## config.mk

```make
export PLATFORM = sky130hd
export DESIGN_NAME = fetch_unit
export DESIGN_NICKNAME = d
export VERILOG_FILES = /design/src/rtl/rv32_pkg.sv /design/src/rtl/fetch_unit_if_id_reg.sv /design/src/rtl/fetch_unit.sv
export SDC_FILE = /design/constraint.sdc
export NUM_CORES = 1
export LEC_CHECK = 0
export ABC_AREA = 0
export CORE_UTILIZATION = 48
export CTS_BUF_LIST = sky130_fd_sc_hd__clkbuf_4 sky130_fd_sc_hd__clkbuf_8 sky130_fd_sc_hd__clkbuf_16
export CTS_CLUSTER_SIZE = 10
export DETAILED_ROUTE_END_ITERATION = 10
export PLACE_DENSITY = 0.86
export SETUP_SLACK_MARGIN = 0.4
export SLEW_MARGIN = 20
export SYNTH_ARGS = -nofsm -noshare
export SYNTH_HDL_FRONTEND = slang
export SYNTH_SLANG_ARGS = --single-unit
```

## constraint.sdc

```tcl
create_clock -name clk -period 4.9 [get_ports clk]
set_input_delay 0.49 -clock clk [delete_from_list [all_inputs] [get_ports clk]]
set_output_delay 0.49 -clock clk [all_outputs]
set_load 0.005 [all_outputs]
```

## src/rtl/rv32_pkg.sv

```systemverilog
// Shared RV32 definitions: data width, fetch FSM encoding, NOP and the
// fetch-to-IF/ID payload.
package rv32_pkg;

    localparam int unsigned XLEN = 32;

    localparam logic [XLEN-1:0] NOP = 32'h0000_0013;

    typedef enum logic [1:0] {
        BOOT = 2'd0,
        RUN  = 2'd1,
        HALT = 2'd2
    } fetch_state_t;

    typedef struct packed {
        logic [XLEN-1:0] inst;
        logic [XLEN-1:0] pc;
    } fetch_pkt_t;

endpackage

```

## src/rtl/fetch_unit_if_id_reg.sv

```systemverilog
// IF/ID pipeline register: flush clears valid, hold freezes everything,
// load captures a fetched instruction together with its PC and PC+4.
module if_id_reg
    import rv32_pkg::*;
(
    input  logic            clk,
    input  logic            rst_n,
    input  logic            load,
    input  logic            hold,
    input  logic            flush,
    input  fetch_pkt_t      pkt,
    output logic            valid,
    output logic [XLEN-1:0] inst,
    output logic [XLEN-1:0] pc,
    output logic [XLEN-1:0] pc_plus4
);

    // Flush outranks hold, hold outranks load.
    always_ff @(posedge clk or negedge rst_n) begin
        if (!rst_n) begin
            valid    <= 1'b0;
            inst     <= '0;
            pc       <= '0;
            pc_plus4 <= '0;
        end else if (flush) begin
            valid <= 1'b0;
        end else if (load && !hold) begin
            valid    <= 1'b1;
            inst     <= pkt.inst;
            pc       <= pkt.pc;
            pc_plus4 <= pkt.pc + 32'd4;
        end
    end

endmodule

```

## src/rtl/fetch_unit.sv

```systemverilog
// Instruction-fetch stage: owns the PC, drives the instruction memory and
// fills the IF/ID register. Optional counters enabled by FETCH_PERF_CNT_EN.
module fetch_unit
    import rv32_pkg::*;
#(
    parameter logic [XLEN-1:0] RESET_PC   = 32'h0000_0000,
    parameter int unsigned     IMEM_DEPTH = 32
) (
    input  logic            clk,
    input  logic            rst_n,
    output logic [XLEN-1:0] im_addr,
    output logic            im_en,
    input  logic [XLEN-1:0] im_inst,
    input  logic            redirect_valid,
    input  logic [XLEN-1:0] redirect_pc,
    input  logic            id_ready,
    output logic            id_valid,
    output logic [XLEN-1:0] id_inst,
    output logic [XLEN-1:0] id_pc,
    output logic [XLEN-1:0] id_pc_plus4,
`ifdef FETCH_PERF_CNT_EN
    output logic [XLEN-1:0] perf_fetched,
    output logic [XLEN-1:0] perf_stall,
`endif
    output logic            fetch_err
);

    fetch_state_t    state;
    fetch_state_t    state_nxt;
    logic [XLEN-1:0] pc;
    logic [XLEN-1:0] pc_nxt;
    logic            err_nxt;
    logic            fire;
    logic            redir_take;
    logic            in_range;
    logic            if_load;
    logic            if_hold;
    logic            if_flush;
    fetch_pkt_t      pkt;

    assign im_addr  = {2'b00, pc[XLEN-1:2]};
    assign in_range = (32'(pc[XLEN-1:2]) < IMEM_DEPTH);
    assign pkt      = '{inst: im_inst, pc: pc};

    always_ff @(posedge clk or negedge rst_n) begin
        if (!rst_n) begin
            state     <= BOOT;
            pc        <= RESET_PC;
            fetch_err <= 1'b0;
        end else begin
            state     <= state_nxt;
            pc        <= pc_nxt;
            fetch_err <= err_nxt;
        end
    end

    // Next state, PC update and IF/ID controls; a redirect beats everything.
    always_comb begin
        state_nxt  = state;
        pc_nxt     = pc;
        err_nxt    = fetch_err;
        im_en      = 1'b0;
        fire       = 1'b0;
        redir_take = 1'b0;

        case (state)
            BOOT: begin
                state_nxt  = RUN;
                redir_take = redirect_valid;
            end
            RUN: begin
                im_en      = !id_valid || id_ready;
                redir_take = redirect_valid;
                if (!redirect_valid) begin
                    if (!in_range) begin
                        err_nxt   = 1'b1;
                        state_nxt = HALT;
                    end else begin
                        fire = im_en;
                    end
                end
            end
            HALT: begin
                state_nxt = HALT;
            end
            default: begin
                state_nxt = HALT;
            end
        endcase

        if (redir_take) begin
            if (redirect_pc[1:0] != 2'b00) begin
                err_nxt   = 1'b1;
                state_nxt = HALT;
            end else begin
                pc_nxt = redirect_pc;
            end
        end else if (fire) begin
            pc_nxt = pc + 32'd4;
        end

        // Decode taking the current entry without a refill empties the register.
        if_load  = fire;
        if_flush = redir_take || (id_ready && !fire);
        if_hold  = !if_flush && !if_load;
    end

    if_id_reg u_if_id_reg (
        .clk      (clk),
        .rst_n    (rst_n),
        .load     (if_load),
        .hold     (if_hold),
        .flush    (if_flush),
        .pkt      (pkt),
        .valid    (id_valid),
        .inst     (id_inst),
        .pc       (id_pc),
        .pc_plus4 (id_pc_plus4)
    );

`ifdef FETCH_PERF_CNT_EN
    logic stall_c;

    assign stall_c = (state == RUN) && id_valid && !id_ready;

    // Saturating fetch and stall counters.
    always_ff @(posedge clk or negedge rst_n) begin
        if (!rst_n) begin
            perf_fetched <= '0;
            perf_stall   <= '0;
        end else begin
            if (fire && (perf_fetched != '1)) begin
                perf_fetched <= perf_fetched + 32'd1;
            end
            if (stall_c && (perf_stall != '1)) begin
                perf_stall <= perf_stall + 32'd1;
            end
        end
    end
`endif

endmodule

```

==> flow_metrics.tcl <==
set metrics [dict create \
    avgSynthCellArea_um2 12.2 \
    grt_use_met2_pct 36.4 \
    wl_um 13100 \
    timing.hold.ws_ps 31.1 \
    die_y_um 108 \
    ys_seq_area_share_pct 60.2 \
    synth-main-ff-cell "dfrtp_1" \
    min_period_over_period_pct 55.4 \
    finalMaxSlewViolations 0 \
    end_kind "flop" \
    grtUsageMet3_pct 6.27 \
    ctsResizeCount 0 \
    cts_buffers 17 \
    hold_viol 0 \
    detail-route-antenna-nets 0 \
    grt_pass1_wl_um 20800 \
    antenna_found_initial 0 \
    n_antenna_cell 0 \
    slowest_delay_ps 670 \
    max-slew-margin-rel_pct 46.9 \
    initial_core_util_pct 49.6 \
    grt_remaining_overflow 0 \
    area_delta_synth_final_pct 45.0 \
    gp_congestion 0.913 \
    yosysMostFrequentCell "dfrtp_1" \
    utilization_pct 71.9 \
    ys_ff_latch 130 \
    drtPass1Iterations 4 \
    postCtsSetupBuffers 0 \
    hold_class "input pin to async pin" \
    coreArea_um2 10900 \
    cp_slowest_cell "nor2b_1" \
    cp-start-kind "input pin" \
    fmax_ghz 0.368 \
    instances_no_fill 761 \
    dr_total_vias 3988 \
    grt_usage_pct 23.7 \
    clk_pin_slew_ps 60 \
    synth_top_area_cell "dfrtp_1" \
    yosys_warnings 0 \
    hpwlAfterDp_um 9040 \
    cp_cell_sequence "clkdlybuf4s50_1 > nor2b_1 > nand2_1 > o31ai_4 > mux2_2" \
    required_ps 5290 \
    portBuffers 196 \
    drv_cap 0 \
    rows 38 \
    synth_enable_flop_cells 0 \
    drt_iter0_drc 195 \
    grt_setup_unrepaired "no" \
    status "finished clean" \
    synth_common_cells "dfrtp_1, nand2_1, nor2b_1" \
    cts_num_sinks 130 \
    finalSetupTns_ps 0 \
    cts_tree "built" \
    insertion_delay_ps 510 \
    setup_viol 0 \
    htreeDepth 4 \
    p_leak_nw 3.62 \
    avgRoutedWirePerCell_um 17.1 \
    grt_util_met1_pct 30.0 \
    worst_slew_pin_slew_ps 797 \
    fillers 754 \
    syn_inst 442 \
    ir_drop_v 0.000183 \
    first_global_vias 4090 \
    power.density_nw_per_um2 324 \
    netlist_area_um2 5400 \
    skew_ps 6.17 \
    floorplan.die.width_um 108 \
    clock-root-buffer "clkbuf_8" \
    grt_max_degree 91 \
    dp_cells 729 \
    crit_fanout 19 \
    io_pins 199 \
    viasPerCell 5.24 \
    cts-hold-fix-buffers 0 \
    dieArea_um2 11700 \
    grt-busiest-layer "met2" \
    fin_nets 677 \
    clockBufferDepth 2 \
    synth_cell_types 49 \
    fin_crit_ps 2720 \
    drive_above_1_share_pct 14.3 \
    worstPathArrival_ps 3110 \
    criticalPathCategory "input pin to flop" \
    synthTopCellsByArea "dfrtp_1, mux2_2, nor2b_1, buf_4, nand2_1" \
    drc 0 \
    synth_top_cell_area_share_pct 60.2 \
    ys_async_sr_fraction_pct 100 \
]
registers in the layout, indices dropped and copies added (netlist names):
register,flops
fetch_err,1
pc,32
state,2
u_if_id_reg.inst,32
u_if_id_reg.pc,30
u_if_id_reg.pc_plus4,32
u_if_id_reg.valid,1
critical path: cells and delay by family:
family                 cells  cell delay, ps
muxes                      1             390
buffers and inverters      1             580
AOI/OAI and AO/OA          1             320
and+or+nand+nor            2            1320
per-stage QoR:
step / power (mW) / worst slack [ps] / cell area, um2
after global placement: 1.24 / 1840 / 7200
after detailed placement: 1.24 / 1710 / 7200
after floorplan: 1.15 / 2940 / 5410
after CTS: 2.56 / 2230 / 7830
after global routing: 2.63 / 1990 / 7830
final: 2.54 / 2180 / 7830
cells by family after synthesis:
group | count (synthesis) | share of synthesized area (%)
flip-flops | 130 | 60.2
multiplexers | 47 | 9.77
AO/OA/AOI/OAI | 38 | 5.00
AND/OR/NAND/NOR | 164 | 16.8
buffers and inverters | 57 | 7.29
other | 1 | 0.0694
XOR/XNOR | 4 | 0.648
adder cells (fa/ha/maj) | 1 | 0.231
power by group:
group | switching, mW | total [mW] | internal (mW)
registers | 0.0134 | 1.10 | 1.08
logic | 0.0500 | 0.123 | 0.0725
clock network | 0.461 | 1.32 | 0.860
total | 0.525 | 2.54 | 2.02
per-layer routing:
metal,wire length (um),part of all wire (%),vias up
li1,-,-,1814
met1,5270,40,1936
met2,6370,49,193
met3,898,6.9,45
met4,515,3.9,0
met5,0,0,-
cell type report:
class                      count  area [um2]  share of cell area (%)
inverter                       2        7.51                  0.0958
clock buffer                  20         449                    5.73
clock inverter                12         181                    2.32
sequential                   130        3250                    41.5
multi-input combinational    256        1770                    22.6
timing repair buffer         201        2000                    25.5
tap                          140         175                    2.24
path summary, 6_finish.rpt:
check	start	end	slack [ps]	cells past startpoint
setup / recovery	redirect_valid	pc[3]	2180	5
hold / removal	rst_n	pc[22]	30	1
setup reg to reg	state[1]	pc[3]	2300	4
hold reg to reg	pc[1]	u_if_id_reg.pc_plus4[1]	490	1
max in group asynchronous	rst_n	pc[3]	3830	2
min in group clk	pc[1]	u_if_id_reg.pc_plus4[1]	490	1
cell usage in the layout (no fill, tap or decap), types with 5 or more instances in the layout:
master	instances
buf_4	5
clkbuf_16	16
dfrtp_1	130
nand2_1	57
nand4_1	5
nor3_1	7
nor2b_1	53
clkdlybuf4s50_1	195
nand3_1	8
nor2_1	10
mux2_2	42
a21oi_1	8
o22ai_1	8
(Power assumes the default switching activity.)
